[src/rtl/mm_pkg.sv]
// mm_pkg: constants, mode/state enums and per-mode saturation bounds shared
// by mm_ctrl, mm_requant and requant_sat.
package mm_pkg;

  localparam int ACC_W = 24;
  localparam int OUT_W = 8;
  localparam int DEPTH = 1024;

  // Cycles spent in DRAIN so the last element clears the two datapath stages
  // plus the read-data stage before DONE is signalled.
  localparam logic [1:0] DRAIN_LAST = 2'd2;

  typedef enum logic [1:0] {
    MODE_INT8     = 2'd0,
    MODE_INT4     = 2'd1,
    MODE_INT4_VSQ = 2'd2,
    MODE_RSVD     = 2'd3
  } mode_e;

  typedef enum logic [1:0] {
    ST_IDLE  = 2'd0,
    ST_RUN   = 2'd1,
    ST_DRAIN = 2'd2,
    ST_DONE  = 2'd3
  } state_e;

  localparam logic signed [7:0] SAT8_HI = 8'sh7F;
  localparam logic signed [7:0] SAT8_LO = 8'sh80;
  localparam logic signed [7:0] SAT4_HI = 8'sh07;
  localparam logic signed [7:0] SAT4_LO = 8'shF8;

  // Upper clamp for a mode; both INT4 flavours share the 4-bit range.
  function automatic logic signed [7:0] sat_hi(input mode_e m);
    return (m == MODE_INT8) ? SAT8_HI : SAT4_HI;
  endfunction

  // Lower clamp for a mode.
  function automatic logic signed [7:0] sat_lo(input mode_e m);
    return (m == MODE_INT8) ? SAT8_LO : SAT4_LO;
  endfunction

endpackage

[src/rtl/requant_sat.sv]
// requant_sat: two-stage registered requantisation datapath.
//   stage 1: signed accumulator x unsigned scale
//   stage 2: round-half-up right shift, optional ReLU, clamp to mode range
// Optional feature macro: MM_REQUANT_RELU_EN (fused ReLU before the clamp).
module requant_sat #(
  parameter int ACC_W   = 24,
  parameter int SCALE_W = 16,
  parameter int SHIFT_W = 5,
  parameter int OUT_W   = 8,
  parameter int ADDR_W  = 10
) (
  input  logic               clk,
  input  logic               rst_n,
  input  logic               in_valid,
  input  logic [ADDR_W-1:0]  in_addr,
  input  logic [ACC_W-1:0]   in_acc,
  input  logic [1:0]         mode,
  input  logic [SCALE_W-1:0] scale,
  input  logic [SHIFT_W-1:0] shift,
  output logic               out_valid,
  output logic [ADDR_W-1:0]  out_addr,
  output logic [OUT_W-1:0]   out_data
);
  import mm_pkg::*;

  // Product width: signed accumulator times zero-extended unsigned scale.
  localparam int P_W = ACC_W + SCALE_W + 1;

  logic signed [P_W-1:0] prod_next;
  logic signed [P_W-1:0] prod_reg;
  logic                  p1_valid_reg;
  logic [ADDR_W-1:0]     p1_addr_reg;

  logic [P_W-1:0]        bias;
  logic signed [P_W-1:0] sum;
  logic signed [P_W-1:0] r;
  logic signed [P_W-1:0] r_relu;
  logic signed [P_W-1:0] hi_ext;
  logic signed [P_W-1:0] lo_ext;
  logic signed [7:0]     hi;
  logic signed [7:0]     lo;
  logic [OUT_W-1:0]      sat_next;

  logic                  out_valid_reg;
  logic [ADDR_W-1:0]     out_addr_reg;
  logic [OUT_W-1:0]      out_data_reg;

  // Stage 1 combinational multiply; both operands widened as signed first.
  always_comb begin
    prod_next = P_W'($signed(in_acc)) * P_W'($signed({1'b0, scale}));
  end

  // Stage 1 register: product, element address and valid bit.
  always_ff @(posedge clk or negedge rst_n) begin
    if (!rst_n) begin
      prod_reg     <= '0;
      p1_valid_reg <= 1'b0;
      p1_addr_reg  <= '0;
    end else begin
      prod_reg     <= prod_next;
      p1_valid_reg <= in_valid;
      p1_addr_reg  <= in_addr;
    end
  end

  // Stage 2 combinational round, shift, optional ReLU and clamp.
  always_comb begin
    hi     = sat_hi(mode_e'(mode));
    lo     = sat_lo(mode_e'(mode));
    hi_ext = P_W'(hi);
    lo_ext = P_W'(lo);
    // Half-LSB bias makes the arithmetic shift round half toward +inf.
    bias   = (shift == '0) ? '0 : (P_W'(1) << (shift - SHIFT_W'(1)));
    sum    = prod_reg + $signed(bias);
    r      = sum >>> shift;
`ifdef MM_REQUANT_RELU_EN
    r_relu = r[P_W-1] ? '0 : r;
`else
    r_relu = r;
`endif
    if (r_relu > hi_ext) begin
      sat_next = OUT_W'(hi);
    end else if (r_relu < lo_ext) begin
      sat_next = OUT_W'(lo);
    end else begin
      sat_next = r_relu[OUT_W-1:0];
    end
  end

  // Stage 2 register: quantised word, address and valid drive the RAM port.
  always_ff @(posedge clk or negedge rst_n) begin
    if (!rst_n) begin
      out_valid_reg <= 1'b0;
      out_addr_reg  <= '0;
      out_data_reg  <= '0;
    end else begin
      out_valid_reg <= p1_valid_reg;
      out_addr_reg  <= p1_addr_reg;
      out_data_reg  <= sat_next;
    end
  end

  assign out_valid = out_valid_reg;
  assign out_addr  = out_addr_reg;
  assign out_data  = out_data_reg;

endmodule

[src/rtl/mm_requant.sv]
// mm_requant: writeback stage after the matrix multiply. Streams the
// accumulator bank through requant_sat and writes the quantised results.
// Optional feature macro: MM_REQUANT_RELU_EN (handled inside requant_sat).
module mm_requant #(
  parameter int ACC_W   = mm_pkg::ACC_W,
  parameter int OUT_W   = mm_pkg::OUT_W,
  parameter int DEPTH   = mm_pkg::DEPTH,
  parameter int ADDR_W  = $clog2(DEPTH),
  parameter int SCALE_W = 16,
  parameter int SHIFT_W = 5
) (
  input  logic               i_clk,
  input  logic               i_rst_n,
  input  logic               i_start,
  input  logic [1:0]         i_mode,
  input  logic [SCALE_W-1:0] i_scale,
  input  logic [SHIFT_W-1:0] i_shift,
  output logic               o_acc_ren,
  output logic [ADDR_W-1:0]  o_acc_addr,
  input  logic [ACC_W-1:0]   i_acc_rdata,
  output logic               o_out_we,
  output logic [ADDR_W-1:0]  o_out_addr,
  output logic [OUT_W-1:0]   o_out_wdata,
  output logic               o_busy,
  output logic               o_done
);
  import mm_pkg::*;

  localparam logic [ADDR_W-1:0] LAST_ADDR = ADDR_W'(DEPTH - 1);

  state_e               state_reg;
  state_e               state_next;
  logic [ADDR_W-1:0]    addr_reg;
  logic [ADDR_W-1:0]    addr_next;
  logic [1:0]           drain_reg;
  logic [1:0]           drain_next;
  logic                 load;

  mode_e                mode_reg;
  logic [SCALE_W-1:0]   scale_reg;
  logic [SHIFT_W-1:0]   shift_reg;

  logic                 rd_valid_reg;
  logic [ADDR_W-1:0]    rd_addr_reg;

  // Control state register: FSM, address counter and drain counter.
  always_ff @(posedge i_clk or negedge i_rst_n) begin
    if (!i_rst_n) begin
      state_reg <= ST_IDLE;
      addr_reg  <= '0;
      drain_reg <= '0;
    end else begin
      state_reg <= state_next;
      addr_reg  <= addr_next;
      drain_reg <= drain_next;
    end
  end

  // Next-state logic; mode 3 and starts while busy are simply not accepted.
  always_comb begin
    state_next = state_reg;
    addr_next  = addr_reg;
    drain_next = drain_reg;
    load       = 1'b0;
    case (state_reg)
      ST_IDLE: begin
        if (i_start && (i_mode != MODE_RSVD)) begin
          state_next = ST_RUN;
          addr_next  = '0;
          load       = 1'b1;
        end
      end
      ST_RUN: begin
        if (addr_reg == LAST_ADDR) begin
          state_next = ST_DRAIN;
          drain_next = '0;
        end else begin
          addr_next = addr_reg + ADDR_W'(1);
        end
      end
      ST_DRAIN: begin
        if (drain_reg == DRAIN_LAST) begin
          state_next = ST_DONE;
        end else begin
          drain_next = drain_reg + 2'd1;
        end
      end
      ST_DONE: begin
        state_next = ST_IDLE;
        addr_next  = '0;
      end
      default: state_next = ST_IDLE;
    endcase
  end

  // Control outputs decoded from the current state.
  always_comb begin
    o_acc_ren  = 1'b0;
    o_busy     = 1'b0;
    o_done     = 1'b0;
    o_acc_addr = addr_reg;
    if (state_reg == ST_RUN)  o_acc_ren = 1'b1;
    if (state_reg != ST_IDLE) o_busy    = 1'b1;
    if (state_reg == ST_DONE) o_done    = 1'b1;
  end

  // Operation parameters are captured once so the inputs may change mid-run.
  always_ff @(posedge i_clk or negedge i_rst_n) begin
    if (!i_rst_n) begin
      mode_reg  <= MODE_INT8;
      scale_reg <= '0;
      shift_reg <= '0;
    end else if (load) begin
      mode_reg  <= mode_e'(i_mode);
      scale_reg <= i_scale;
      shift_reg <= i_shift;
    end
  end

  // Tag returning read data with its address; RAM data lands one cycle later.
  always_ff @(posedge i_clk or negedge i_rst_n) begin
    if (!i_rst_n) begin
      rd_valid_reg <= 1'b0;
      rd_addr_reg  <= '0;
    end else begin
      rd_valid_reg <= o_acc_ren;
      rd_addr_reg  <= addr_reg;
    end
  end

  requant_sat #(
    .ACC_W   (ACC_W),
    .SCALE_W (SCALE_W),
    .SHIFT_W (SHIFT_W),
    .OUT_W   (OUT_W),
    .ADDR_W  (ADDR_W)
  ) u_requant_sat (
    .clk       (i_clk),
    .rst_n     (i_rst_n),
    .in_valid  (rd_valid_reg),
    .in_addr   (rd_addr_reg),
    .in_acc    (i_acc_rdata),
    .mode      (mode_reg),
    .scale     (scale_reg),
    .shift     (shift_reg),
    .out_valid (o_out_we),
    .out_addr  (o_out_addr),
    .out_data  (o_out_wdata)
  );

endmodule
[config.mk]
export PLATFORM = sky130hd
export DESIGN_NAME = mm_requant
export DESIGN_NICKNAME = d
export VERILOG_FILES = /design/src/rtl/mm_pkg.sv /design/src/rtl/requant_sat.sv /design/src/rtl/mm_requant.sv
export SDC_FILE = /design/constraint.sdc
export NUM_CORES = 1
export LEC_CHECK = 0
export ABC_CLOCK_PERIOD_IN_PS = 17900
export BUFFER_PORTS_ARGS = -buffer_cell sky130_fd_sc_hd__buf_4
export CAP_MARGIN = 20
export CORE_ASPECT_RATIO = 1.5
export CORE_MARGIN = 4
export CORE_UTILIZATION = 60
export DETAILED_ROUTE_END_ITERATION = 6
export PLACE_DENSITY_LB_ADDON = 0.25
export SLEW_MARGIN = 25
export SYNTH_ARGS = -nofsm -noshare
export SYNTH_HDL_FRONTEND = slang
export SYNTH_HIERARCHICAL = 1
export SYNTH_SLANG_ARGS = --single-unit
[constraint.sdc]
create_clock -name i_clk -period 17.9 [get_ports i_clk]
set_clock_uncertainty 0.05 [all_clocks]
set_input_delay 0.895 -clock i_clk [delete_from_list [all_inputs] [get_ports i_clk]]
set_output_delay 0.895 -clock i_clk [all_outputs]
set_load 0.05 [all_outputs]
==> metrics.md, run 1 <==
| Metric | Value |
|---|---|
| Origin of the worst setup path | `shift_reg[1]` |
| Worst setup path category | `register to register` |
| Remaining Overflow, GRT | `0` |
| Internal Pwr Total | `0.465 mW` |
| Placed instance count | `3312` |
| First drt pass iteration count | `6` |
| Clock latency of the later-clocked register in the worst-skew pair | `0.45 ns` |
| Max reg flops | `41` |
| Slew headroom | `28.7%` |
| Post-Layout Cell Count | `3344` |
| Net count of the mapped netlist | `3417` |
| Total power divided by cell area | `25.2 mW/mm2` |
| Setup-violating endpoint count in the final report | `0` |
| RSZ-0062 raised after global routing | `no` |
| Fraction of power spent switching nets | `29.3%` |
| Aggregate global-route resource usage | `35.5%` |
| Worst slack on hold paths | `0.296 ns` |
| Hold Crit Start | `u_requant_sat/p1_addr_reg[6]` |
| Clock power frac | `53.1%` |
| Routed wire length | `79.2 mm` |
| Dominant register cell in the synthesized netlist | `dfrtp_1` |
| RePlAce Congestion | `0.993` |
| Final TNS setup | `0 ns` |
| Hold Buf Count CTS | `0` |
| Wire length of the first global-routing pass | `124 mm` |
| Run status | `finished clean` |
| Data required time at the worst endpoint | `18.18 ns` |
| Worst-case setup slack after placement | `9.29 ns` |
| Mapped cell area | `0.0247 mm2` |
| Sinks on Clock Net | `119` |
| Count of fill cells added during filler insertion | `3288` |
| Relative contribution of sequential cells to total power | `41.0%` |
| Beginning of the worst register-to-register path | `shift_reg[1]` |
| Number of buffers inserted during clock tree synthesis | `17` |
| Netlist cell types | `116` |
| Count of yosys warnings during synthesis | `6` |
| Total vias in the final route | `21357` |
| Fraction of registers with async set or reset after synthesis | `100%` |
| Avg Vias per Cell | `6.39` |
| Part of the Yosys area used for sequential elements | `12.1%` |
| Antenna diodes | `0` |
| Final worst slack | `9.07 ns` |
| I/O pin cnt | `82` |
| Critical Path Source Type | `register` |
| Die boundary width | `174 um` |
| TritonCTS clock tree | `yes` |
| Critical Path Slowest Stage Cell | `nand2_1` |
| Tightest Pin Transition | `1.07 ns` |
| Number of cells produced by synthesis | `2840` |
| Area taken by multi-input logic gates | `0.0195 mm2` |
| CTS H-tree depth | `4` |
| Post-synthesis average cell area | `8.70 um2` |
| Share of post-route cells with drive strength above 1 | `8.95%` |
| Final-report hold violation count | `0` |
| Y dimension of the die | `257 um` |
| Maximum number of pins on one net before global-route repair | `77` |
| Max IR drop VDD | `0.0419 mV` |
| Synth-to-Final Area Change | `5.73%` |
| Switching power total | `0.192 mW` |
| # Post-CTS Setup Buffers | `0` |
| Leakage component of the power | `12.2 nW` |
| Hold WC Path Type | `register to register` |
| Arrival time reported for the critical path endpoint | `9.11 ns` |
| Post-route minimum period | `8.83 ns` |
| Total Die Area | `0.0445 mm2` |
| Number of register bits inferred by synthesis | `119` |
| Total of cells resized after clock tree synthesis | `0` |
| Longest individual stage delay on the worst path | `0.80 ns` |
| Final Power | `0.658 mW` |
| Starting DRC count in detailed routing | `1731` |
| Max-Cap Viols | `0` |
| Clk pin slew, worst setup/hold paths | `0.06 ns` |
| Setup crit end kind | `register` |
| Sequential cell area | `0.00298 mm2` |
| Crit-path max FO | `54` |
| Initial cell density of the core | `61.1%` |
| Clk Tree Root Cell | `clkbuf_16` |
| Proportion of power drawn by combinational gates | `5.9%` |
| Number of enable flip-flop cells after synthesis | `0` |
| Routed length per instance | `23.7 um` |
| Post-layout net count | `3402` |
| Site Rows | `90` |
| Quantity of I/O buffers inserted on ports | `81` |
| Area of the placeable core | `0.0404 mm2` |
| Detail Route Antenna Nets | `0` |
| Longest Clk Path Bufs | `2` |
| HPWL Detailed | `62.3 mm` |
| Number of global-route vias before repair | `22855` |
| Fmax | `113 MHz` |
| Final worst-path cycle share | `49.3%` |
| Antenna violations before repair | `0` |
| Final slew viol count | `0` |
| Number of DRC violations after detailed routing | `0` |
worst max-delay path, delay by kind of cell (launching register included):
kind / cells / cell delay, ns
and+or+nand+nor: 14 / 3.55
AOI/OAI and AO/OA: 12 / 2.82
buffers and inverters: 3 / 0.93
adders and majority gates: 2 / 0.76
DFF: 1 / 0.36
muxes: 1 / 0.21
per-stage QoR:
step	instance area, um2	utilization [%]
after floorplan	24700	-
after global placement	25500	63.2
after detailed placement	25500	63.2
after CTS	26100	64.6
after global routing	26100	64.6
final	26100	64.6
cells in the final DEF (no fill, tap or decap), types with 20 or more instances in the layout:
master and n:
nand2_1 357, o211ai_1 25, o21a_1 24, nand4_1 29, ha_1 149, inv_1 437, nor3_1 45, mux2i_1 22
nand3_1 57, nor2_1 169, xnor2_1 44, a211oi_1 20, and2_1 173, a21o_1 30, o21ai_0 77, fa_1 378
a21oi_1 106, mux2_2 36, a31oi_1 20, dfrtp_1 118, buf_4 104
area by class of cell:
type                            instances  area share [%]
Tap cell                              506            2.42
Multi-Input combinational cell       2142            74.6
Clock buffer                           17            1.63
Clock inverter                         15           0.584
Timing Repair Buffer                  106            3.08
Inverter                              439            6.31
Sequential cell                       119            11.4
power groups by stage:
stage	sequential [mW]	clock (mW)	combinational, mW
2_1_floorplan	0.278	0	0.00945
3_3_place_gp	0.275	0	0.0377
3_5_place_dp	0.275	0	0.0384
4_1_cts	0.270	0.356	0.0386
5_1_grt	0.270	0.369	0.0418
6_report	0.270	0.349	0.0387
routing by layer:
| metal | part of all wire [%] | track usage (%) |
|---|---|---|
| met1 | 35 | 38.8 |
| met2 | 52 | 64.0 |
| met3 | 5.5 | 4.83 |
| met4 | 7.9 | 23.7 |
| met5 | 0 | 0 |
cell families (layout without fill, tap and decap cells):
family	after synthesis	count (layout)	synth area share (%)
other	1	1	0.0152
xor gates and xnor gates	62	62	2.20
and+or+nand+nor	966	966	19.4
muxes	73	73	3.86
DFF	119	119	12.1
AOI/OAI and AO/OA	513	513	15.2
adders and majority gates	527	527	38.2
buffers and inverters	579	577	9.11
Yosys cell counts (all sizes together) (16+ instances only):
master  count  area (um2)
and3       18         118
o21a       24         180
nand2     357        1340
nand3      58         295
xor2       18         158
o21ai      92         460
o211ai     27         213
a21o       30         225
a21oi     113         607
dfrtp     119        2980
a31oi      21         138
nor3       47         245
mux2i      24         256
xnor2      44         385
nand4      31         224
fa        378        7570
inv       438        1640
ha        149        1860
o31ai      16         139
clkbuf     98         368
buf        42         234
mux2       36         405
and2      173        1080
nor2      170         638
a211oi     25         220
nand2b     19         119
final timing paths:
| path | endpoint | slack [ns] | cells past startpoint |
|---|---|---|---|
| worst max-delay path | u_requant_sat/out_data[3] | 9.07 | 32 |
| worst min-delay path | u_requant_sat/out_addr[6] | 0.30 | 0 |
| worst max register to register | u_requant_sat/out_data[3] | 9.07 | 32 |
| worst min register to register | u_requant_sat/out_addr[6] | 0.30 | 0 |
| max in group asynchronous | state_reg[1] | 16.40 | 2 |
| min in group asynchronous | u_requant_sat/out_data[7] | 0.34 | 1 |
(Power assumes the default switching activity.)
==> inputs of run 2 (changes only) <==
ABC_CLOCK_PERIOD_IN_PS = 8200   (was 17900)
clock period = 8.2 ns   (was 17.9 ns; I/O delays follow)
==> metrics.md, run 2 (same netlist as run 1, synthesis figures left out) <==
| Metric | Value |
|---|---|
| HPWL Detailed | `64.4 mm (was 62.3 mm)` |
| Area taken by multi-input logic gates | `0.0195 mm2 (about the same)` |
| Number of buffers inserted during clock tree synthesis | `17 (unchanged)` |
| Die boundary width | `174 um (unchanged)` |
| Worst-case setup slack after placement | `0.681 ns (was 9.29 ns)` |
| Starting DRC count in detailed routing | `2069 (was 1731)` |
| Total of cells resized after clock tree synthesis | `0 (unchanged)` |
| CTS H-tree depth | `4 (unchanged)` |
| Wire length of the first global-routing pass | `128 mm (was 124 mm)` |
| Hold Buf Count CTS | `1 (was 0)` |
| Post-route minimum period | `7.78 ns (was 8.83 ns)` |
| # Post-CTS Setup Buffers | `0 (unchanged)` |
| Sinks on Clock Net | `119 (unchanged)` |
| Max-Cap Viols | `0 (unchanged)` |
| Clk Tree Root Cell | `clkbuf_16 (unchanged)` |
| Routed wire length | `82.4 mm (was 79.2 mm)` |
| Final slew viol count | `0 (unchanged)` |
| Final TNS setup | `0 ns (unchanged)` |
| First drt pass iteration count | `6 (unchanged)` |
| Final worst-path cycle share | `94.8% (was 49.3%)` |
| Y dimension of the die | `257 um (unchanged)` |
| Final-report hold violation count | `0 (unchanged)` |
| Crit-path max FO | `10 (was 54)` |
| Slew headroom | `26.8% (was 28.7%)` |
| Critical Path Slowest Stage Cell | `nor2_1 (was nand2_1)` |
| Worst R2R Path Depth | `31 (was 32)` |
| Initial cell density of the core | `61.1% (unchanged)` |
| Number of cells on the worst hold path | `2 (was 0)` |
| Arrival time reported for the critical path endpoint | `8.05 ns (was 9.11 ns)` |
| Quantity of I/O buffers inserted on ports | `81 (unchanged)` |
| Most common library cell in the layout ignoring fill and taps | `inv_1 (unchanged)` |
| Post-Layout Cell Count | `3408 (was 3344)` |
| Longest Clk Path Bufs | `2 (unchanged)` |
| Setup crit end kind | `register (unchanged)` |
| Buf+Inv Stages, Crit Path | `1 (was 3)` |
| Number of DRC violations after detailed routing | `0 (unchanged)` |
| Site Rows | `90 (unchanged)` |
| Post-layout net count | `3465 (was 3402)` |
| Hold Crit Start | `i_scale[11] (was u_requant_sat/p1_addr_reg[6])` |
| Worst path most repeated cell | `nor2_1` |
| I/O pin cnt | `82 (unchanged)` |
| Remaining Overflow, GRT | `0 (unchanged)` |
| Capture point of the worst reg-to-reg path | `u_requant_sat/out_data[3] (unchanged)` |
| Critical Path Source Type | `register (unchanged)` |
| Leakage component of the power | `12.5 nW (was 12.2 nW)` |
| Final worst slack | `0.422 ns (was 9.07 ns)` |
| RePlAce Congestion | `1.05 (was 0.993)` |
| Detail Route Antenna Nets | `0 (unchanged)` |
| Worst setup path category | `register to register (unchanged)` |
| Worst R2R Setup Slack | `0.42 ns (was 9.07 ns)` |
| Post-route core utilization | `65.8% (was 64.6%)` |
| Total Die Area | `0.0445 mm2 (unchanged)` |
| Area of the placeable core | `0.0404 mm2 (unchanged)` |
| Count of fill cells added during filler insertion | `3396 (was 3288)` |
| Number of global-route vias before repair | `23466 (was 22855)` |
| Max IR drop VDD | `0.123 mV (was 0.0419 mV)` |
| TritonCTS clock tree | `yes (unchanged)` |
| Most frequent cells in the layout | `inv_1, fa_1, nand2_1, and2_1, nor2_1 (unchanged)` |
| Data required time at the worst endpoint | `8.48 ns (was 18.18 ns)` |
| Placed instance count | `3374 (was 3312)` |
| RSZ-0062 raised after global routing | `no (unchanged)` |
| Maximum number of pins on one net before global-route repair | `72 (was 77)` |
| Clk pin slew, worst setup/hold paths | `0.08 ns (was 0.06 ns)` |
| Beginning of the worst register-to-register path | `shift_reg[2] (was shift_reg[1])` |
| Total vias in the final route | `21999 (was 21357)` |
| Top Family by Delay on Critical Path | `simple AND/OR/NAND/NOR gates (unchanged)` |
| Routed length per instance | `24.2 um (was 23.7 um)` |
| Avg Vias per Cell | `6.46 (was 6.39)` |
| Run status | `finished clean (unchanged)` |
| Clock latency of the later-clocked register in the worst-skew pair | `0.45 ns (about the same)` |
| Max reg flops | `41 (unchanged)` |
| Synth-to-Final Area Change | `7.65% (was 5.73%)` |
| Total power divided by cell area | `54.0 mW/mm2 (was 25.2 mW/mm2)` |
| Tightest Pin Transition | `1.09 ns (was 1.07 ns)` |
| Fmax | `129 MHz (was 113 MHz)` |
| Worst hold path endpoint | `scale_reg[11] (was u_requant_sat/out_addr[6])` |
| Share of post-route cells with drive strength above 1 | `10.9% (was 8.95%)` |
| Setup-violating endpoint count in the final report | `0 (unchanged)` |
| Longest individual stage delay on the worst path | `0.62 ns (was 0.80 ns)` |
| Sequential cell area | `0.00298 mm2 (unchanged)` |
| Origin of the worst setup path | `shift_reg[2] (was shift_reg[1])` |
| Antenna violations before repair | `5 (was 0)` |
| Aggregate global-route resource usage | `36.9% (was 35.5%)` |
| Hold WC Path Type | `primary input to register (was register to register)` |
[run 2: cell types whose count changed in the layout (fill, tap and decap cells not counted)]
| cell | before | now |
|---|---|---|
| diode_2 | 0 | 1 |
| clkinvlp_4 | 1 | 3 |
| a211oi_1 | 20 | 19 |
| dlygate4sd3_1 | 0 | 1 |
| a211oi_2 | 4 | 5 |
| o311ai_1 | 1 | 2 |
| buf_6 | 2 | 1 |
| nor2_1 | 169 | 170 |
| nor2_2 | 1 | 0 |
| o311ai_0 | 6 | 5 |
| clkinv_4 | 3 | 1 |
| buf_4 | 104 | 167 |
[run 2: stage by stage]
step	power (mW)	hold slack, ns	area (um2)
6_report	1.44	0.133	26600
2_1_floorplan	0.627	0.0644	24700
3_5_place_dp	0.686	0.286	26000
3_3_place_gp	0.684	0.282	26000
4_1_cts	1.45	0.118	26600
5_1_grt	1.48	0.129	26600
[run 2: final cells by class]
cell class                 instances  share of cell area, %
multi-input combinational       2142                   73.3
sequential                       119                   11.2
inverter                         439                   6.20
timing repair buffer             169                   4.79
tap                              506                   2.38
clock buffer                      17                   1.60
clock inverter                    15                  0.565
antenna                            1                0.00941
[run 2: worst max-delay path by stage]
stage	depth (start not counted)	slack, ns	to
after floorplan	35	1.53	u_requant_sat/out_data[3]
after global placement	26	0.81	u_requant_sat/prod_reg[40]
after detailed placement	24	0.68	u_requant_sat/prod_reg[40]
after CTS	26	0.64	u_requant_sat/prod_reg[40]
after global routing	30	0.08	u_requant_sat/out_data[3]
final	31	0.42	u_requant_sat/out_data[3]
[run 2: per-layer routing]
layer  GRT usage (%)  part of all wire [%]
met1            39.5                    34
met2            65.4                    51
met3            6.91                   6.6
met4            25.6                   8.0
met5               0                 0.019
[run 2: worst register-to-register path, delay by kind of cell (launching register included)]
family / cells / cell delay (ns)
adder cells (fa/ha/maj): 2 / 0.73
multiplexers: 1 / 0.21
buffers and inverters: 1 / 0.28
AO/OA/AOI/OAI: 12 / 2.58
flip-flops: 1 / 0.42
AND/OR/NAND/NOR: 15 / 3.41
[run 2: where the power goes]
group	leakage [nW]	switching, mW	internal (mW)	total (mW)
Clock	0.273	0.357	0.403	0.760
Combinational	10.6	0.0633	0.0229	0.0861
Sequential	1.56	0.000892	0.589	0.590
